==> config.mk <==
export PLATFORM = sky130hd
export DESIGN_NAME = checker_auto
export DESIGN_NICKNAME = d
export VERILOG_FILES = /design/src/rtl/checker_auto.sv
export SDC_FILE = /design/constraint.sdc
export NUM_CORES = 1
export LEC_CHECK = 0
export BUFFER_PORTS_ARGS = -buffer_cell sky130_fd_sc_hd__buf_2
export CAP_MARGIN = 20
export CORE_ASPECT_RATIO = 0.8
export CORE_MARGIN = 4
export CORE_UTILIZATION = 45
export DETAILED_ROUTE_END_ITERATION = 7
export GPL_TIMING_DRIVEN = 0
export PLACE_DENSITY = 0.67
export SLEW_MARGIN = 25
export SYNTH_ARGS = -nofsm -noshare
export SYNTH_HDL_FRONTEND = slang
export SYNTH_SLANG_ARGS = --single-unit
export TNS_END_PERCENT = 50
==> constraint.sdc <==
create_clock -name sys_clk -period 3.9 [get_ports sys_clk]
set_clock_uncertainty 0.05 [all_clocks]
set_input_delay 0.78 -clock sys_clk [delete_from_list [all_inputs] [get_ports sys_clk]]
set_output_delay 0.78 -clock sys_clk [all_outputs]
set_load 0.05 [all_outputs]
==> src/rtl/checker_auto.sv <==
// checker_auto -- periodic MPU sequencer for the checker.
//
// Started through the shared mode bus. The block runs the MPU program over and
// over at a programmed period. The result of the first run becomes the
// baseline, and every later run is compared against that baseline. The block
// finishes with an IRQ on any of these events:
//   - a result mismatch
//   - an MPU error
//   - a watchdog timeout (optional)
//   - the programmed run count being reached
//
// Optional feature: define CHECKER_AUTO_WATCHDOG_EN to build the per-run
// watchdog counter and its timeout exit. Without it, RUN waits indefinitely
// and the `watchdog` parameter has no effect.
//
// Parameters:
//   mode      mode code this block answers to
//   watchdog  max cycles per MPU run (watchdog build only)
// Ports:
//   sys_clk, sys_rst       clock, synchronous active-high reset
//   mode_mode/mode_start   selected mode and start pulse from ctlif
//   mode_addr              [31:0] wait period, [47:32] run count (0 = infinite)
//   mode_end/irq/data      result outputs; exactly 0 outside DONE
//   mode_ack               IRQ acknowledge
//   mpu_en/mpu_rst         MPU enable and one-cycle reset request
//   mpu_error              MPU fault
//   mpu_user_irq/data      MPU run finished, with its result word
module checker_auto #(
  parameter logic [1:0]  mode     = 2'd2,
  parameter logic [31:0] watchdog = 32'd1_000_000
) (
  input  logic        sys_clk,
  input  logic        sys_rst,
  input  logic [1:0]  mode_mode,
  input  logic        mode_start,
  input  logic [63:0] mode_addr,
  output logic        mode_end,
  output logic [63:0] mode_data,
  output logic        mode_irq,
  input  logic        mode_ack,
  output logic        mpu_en,
  output logic        mpu_rst,
  input  logic        mpu_error,
  input  logic [63:0] mpu_user_data,
  input  logic        mpu_user_irq
);

  typedef enum logic [2:0] {
    S_IDLE,
    S_RST,
    S_RUN,
    S_WAIT,
    S_DONE
  } state_t;

  state_t      state;
  logic [31:0] period;
  logic [15:0] run_cnt;
  logic [15:0] run_idx;
  logic [63:0] baseline;
  logic [31:0] wait_cnt;

  logic [15:0] run_nx;
  logic        mismatch;
  logic        last_run;
  logic        wdog_hit;

  // Run index after the current run completes. It wraps at 16 bits.
  assign run_nx   = run_idx + 16'd1;

  // Run 0 defines the baseline, so it can never mismatch.
  assign mismatch = (run_idx != 16'd0) && (mpu_user_data != baseline);
  assign last_run = (run_cnt != 16'd0) && (run_nx == run_cnt);

`ifdef CHECKER_AUTO_WATCHDOG_EN
  logic [31:0] wdog_cnt;
  assign wdog_hit = (wdog_cnt == watchdog);

  always_ff @(posedge sys_clk) begin
    if (sys_rst)
      wdog_cnt <= '0;
    else if (state == S_RST)
      wdog_cnt <= '0;
    else if (state == S_RUN && !wdog_hit)
      wdog_cnt <= wdog_cnt + 32'd1;
  end

  logic unused_cfg;
  assign unused_cfg = ^mode_addr[63:48];
`else
  assign wdog_hit = 1'b0;

  logic unused_cfg;
  assign unused_cfg = ^{watchdog, mode_addr[63:48]};
`endif

  always_ff @(posedge sys_clk) begin
    if (sys_rst) begin
      state     <= S_IDLE;
      period    <= '0;
      run_cnt   <= '0;
      run_idx   <= '0;
      baseline  <= '0;
      wait_cnt  <= '0;
      mode_end  <= 1'b0;
      mode_irq  <= 1'b0;
      mode_data <= '0;
      mpu_en    <= 1'b0;
      mpu_rst   <= 1'b0;
    end else begin
      // mpu_rst is a single-cycle pulse. It is re-armed only on entry to RST.
      mpu_rst <= 1'b0;
      case (state)
        S_IDLE: begin
          if (mode_start && mode_mode == mode) begin
            period  <= mode_addr[31:0];
            run_cnt <= mode_addr[47:32];
            run_idx <= '0;
            mpu_rst <= 1'b1;
            state   <= S_RST;
          end
        end

        S_RST: begin
          mpu_en <= 1'b1;
          state  <= S_RUN;
        end

        S_RUN: begin
          if (mpu_error) begin
            mpu_en    <= 1'b0;
            mode_end  <= 1'b1;
            mode_irq  <= 1'b1;
            mode_data <= {32'hFFFF_FFFF, 16'h0, run_idx};
            state     <= S_DONE;
          end else if (mpu_user_irq) begin
            mpu_en <= 1'b0;
            if (run_idx == 16'd0)
              baseline <= mpu_user_data;
            if (mismatch) begin
              mode_end  <= 1'b1;
              mode_irq  <= 1'b1;
              mode_data <= mpu_user_data;
              state     <= S_DONE;
            end else begin
              run_idx <= run_nx;
              if (last_run) begin
                // On this path the result equals the baseline. That holds
                // even on run 0, where the baseline is still being written,
                // so the live data word is reported.
                mode_end  <= 1'b1;
                mode_irq  <= 1'b1;
                mode_data <= mpu_user_data;
                state     <= S_DONE;
              end else begin
                wait_cnt <= period;
                state    <= S_WAIT;
              end
            end
          end else if (wdog_hit) begin
            mpu_en    <= 1'b0;
            mode_end  <= 1'b1;
            mode_irq  <= 1'b1;
            mode_data <= {32'hFFFF_FFFE, 16'h0, run_idx};
            state     <= S_DONE;
          end
        end

        // WAIT lasts P+1 cycles. Together with RST, this gives a P+2-cycle
        // gap between enables.
        S_WAIT: begin
          if (wait_cnt == 32'd0) begin
            mpu_rst <= 1'b1;
            state   <= S_RST;
          end else begin
            wait_cnt <= wait_cnt - 32'd1;
          end
        end

        S_DONE: begin
          if (mode_ack) begin
            mode_end  <= 1'b0;
            mode_irq  <= 1'b0;
            mode_data <= '0;
            state     <= S_IDLE;
          end
        end

        default: state <= S_IDLE;
      endcase
    end
  end

endmodule

==> key figures <==
Finish
  • Final #Nets: ~1700
  • Post-layout util: between 50% and 60%
  • Commonest non-fill, non-tap cells in the layout: 379 x nand2_1, 230 x dfxtp_1, 196 x buf_2
  • Area overhead of the layout relative to synthesis: 18.7%
  • Most common cell after layout, fill and taps aside: nand2_1
  • Layout cell share with drive strength beyond 1: between 10% and 20%

STA
  • Final period util: a little over nine tenths
  • Normalized max-slew margin: slightly below 40%
  • Final worst path period need: around 3700 ps
  • Number of endpoints with negative hold slack in the final report: 0
  • Worst Max-Slew Pin Slew: 911 ps
  • Worst Hold Margin: 404 ps
  • Highest clock rate: 0.269 GHz
  • Number of failing setup endpoints in the final timing report: 0
  • RSZ-0062 raised after global routing: false
  • Final total negative setup slack: 0 ps
  • Max-slew violation count: 0

Drt
  • Met3 wirelength from detailed routing: roughly 2800 µm
  • Iter 0 DRT Violations: 890
  • Highest layer used for signal routing: met5
  • Total DRC errors in the routed layout: 0
  • Per-cell via count in the routed design: between 5 and 6
  • Drt wl/cell: about 19 µm
  • Length of routed met2 wiring: 14900 µm
  • Total length of routed wires: between 30000 and 40000 µm
  • Count of vias placed by the detailed router: between 10000 and 15000
  • Number of routed nets with antenna violations: 0
  • Number of optimization iterations in the first detailed-route pass: 6
  • Routed length on met1: 17600 µm

Clocking
  • Setup fix buffers added after clock tree synthesis: 0
  • Clock transition at the registers of the reported paths: roughly 60 ps
  • # H-tree levels: 1
  • Hold-fix buffer count after cts: 0
  • CTS sink cnt: between 200 and 250
  • Number of buffers between clock root and the deepest sink: 3
  • Clock buffer count from CTS: 24
  • CTS tree: built
  • Root cell of the clock tree: clkbuf_16
  • Post-cts gate resize count: 0
  • Later-pin clock latency in the skew report: approximately 520 ps

Flow run
  • Max-cap violations: 0

Worst setup path
  • Slowest cell on crit path: nor4_1
  • Stage delay of the slowest cell on the critical path: between 700 and 800 ps
  • CP delay by family, top: simple AND/OR/NAND/NOR gates
  • Cell chain of the critical path: nor4_1, nand3_1, nor4_1, a31o_2, or2_1, clkbuf_1, clkbuf_1, o211ai_1, o31ai_1
  • Critical path class: register to register
  • R2R Setup Slk: ~180 ps
  • Required time reported for the critical path endpoint: 4280 ps
  • Launching element of the worst setup path: wait_cnt[2]$_SDFFE_PP0P_
  • Biggest fanout along the worst timing path: 10
  • Worst EP arrival: 4090 ps
  • Start of the worst register-to-register path: wait_cnt[2]$_SDFFE_PP0P_
  • Kind of end point of the critical path: register
  • CP bufs+invs: 2
  • Critical path startpoint category: register

Global route
  • Vias in the first global route: between 9000 and 10000
  • Pin count of the biggest net entering global routing: 14
  • GR Util All Layers: 25.3%
  • Initial antenna violation count: 2
  • Global-route wire length before repair: ~55000 µm
  • Total global routing overflow: 0

Floorplanning
  • Number of primary I/O pins: 204
  • Num rows: 50
  • Initial Utilization: between 40% and 50%
  • Die Wd: about 180 µm
  • Die area: 27100 µm²
  • Height of the die: between 100 and 150 µm
  • Placeable core region: approximately 24000 µm²

Place
  • Port Buffers: roughly 190
  • Routability Congestion: roughly 0.94
  • Dpl hpwl: roughly 27000 µm

Yosys
  • Post-synth EDFFs: 0
  • Count of different cell masters after synthesis: 67
  • Synth Warn #: 0
  • Flip-flop cell with the highest count after synthesis: dfxtp_1
  • Mapped cell area: roughly 11000 µm²
  • Register area share after synthesis: a little over two fifths
  • Mean area per synthesized cell: 7.95 µm²
  • Area share of the leading cell type in the synthesized netlist: a little over two fifths
  • Gate Count Post-Synth: about 1400
  • Number of synthesized register bits: 230
  • Top cells by area, synth: dfxtp_1 42%, nand2_1 13%, a21oi_1 7.5%, xnor2_1 6.7%, mux2i_1 5.9%
  • Library cell with the largest summed area after synthesis: dfxtp_1
  • Post-Synthesis Net Count: around 1500
  • Async set-or-reset flop fraction in the synthesized netlist: 0%

Min path
  • Kind of path behind the tightest hold check: register to register
  • Startpoint of the lowest-slack hold path: mode_data[28]$_SDFFE_PP0P_

Power
  • Leakage: 5.22 nW
  • Total power per unit cell area: about 430 nW/µm²
  • Worst supply voltage drop on vdd: 0.275 mV

Status
  • Status: finished clean
[sequential cells by signal (all words and copies together) (netlist names)]
| register | flops |
|---|---|
| mode_data | 64 |
| period | 32 |
| mode_irq | 1 |
| wait_cnt | 32 |
| run_cnt | 16 |
| baseline | 64 |
| state | 3 |
| mpu_rst | 1 |
| mpu_en | 1 |
| run_idx | 16 |
[synth_stat cells (all sizes together), types with 5 or more instances]
cell	n
o211ai	5
a21oi	165
buf	17
nand3	15
mux2	16
nor4	18
dfxtp	230
a32o	9
clkbuf	85
o31ai	6
and3	7
xnor2	85
nor2	52
inv	7
nand2b	6
o32ai	8
a22o	8
nor3	21
nor2b	5
o21ai	71
nand2	379
or3	12
nand4	28
and2	6
mux2i	65
[through the flow]
step,cell area [µm²],cells,total power [W],worst slack [ps]
after floorplan,11000,1388,0.00312,945
after global placement,12400,1886,0.00342,-108
after detailed placement,12400,1886,0.00343,-121
after CTS,13100,1927,0.00564,290
after global routing,13100,1928,0.00583,28.4
final,13100,1928,0.00562,185
[layer usage]
layer	global-route usage (%)	vias up
li1	-	5193
met1	39.2	5102
met2	36.7	369
met3	5.09	38
met4	4.77	2
met5	0	-
[cell families after synthesis]
group	count (synthesis)	share of synthesized area, %
buffers and inverters	109	4.23
adder cells (fa/ha/maj)	4	0.453
multiplexers	81	7.52
XOR/XNOR	87	6.90
AND/OR/NAND/NOR	574	23.4
AO/OA/AOI/OAI	303	15.8
flip-flops	230	41.7
[power by group]
part	internal, W	switching (W)
clock network	0.00128	0.000950
logic	0.000285	0.000601
registers	0.00244	0.0000641
total	0.00400	0.00162
[path summary, 6_finish.rpt]
path	endpoint	cells past startpoint
setup reg to reg	wait_cnt[20]$_SDFFE_PP0P_	9
hold / removal	mode_data[28]$_SDFFE_PP0P_	2
setup / recovery	wait_cnt[20]$_SDFFE_PP0P_	9
hold reg to reg	mode_data[28]$_SDFFE_PP0P_	2
[area by class of cell]
cell class,instances,area [µm²]
fill,2318,10700
multi-input combinational,1049,5970
sequential,230,4600
timing repair buffer,186,931
clock buffer,36,687
buffer,102,440
tap,312,390
clock inverter,5,53.8
inverter,7,26.3
antenna,1,2.50
[worst min-delay path: stages (launching register included)]
cell	delay, ps
dfxtp_1	300
nand2_1	50
mux2i_1	50
No activity file was read; power rests on OpenSTA's default activity.
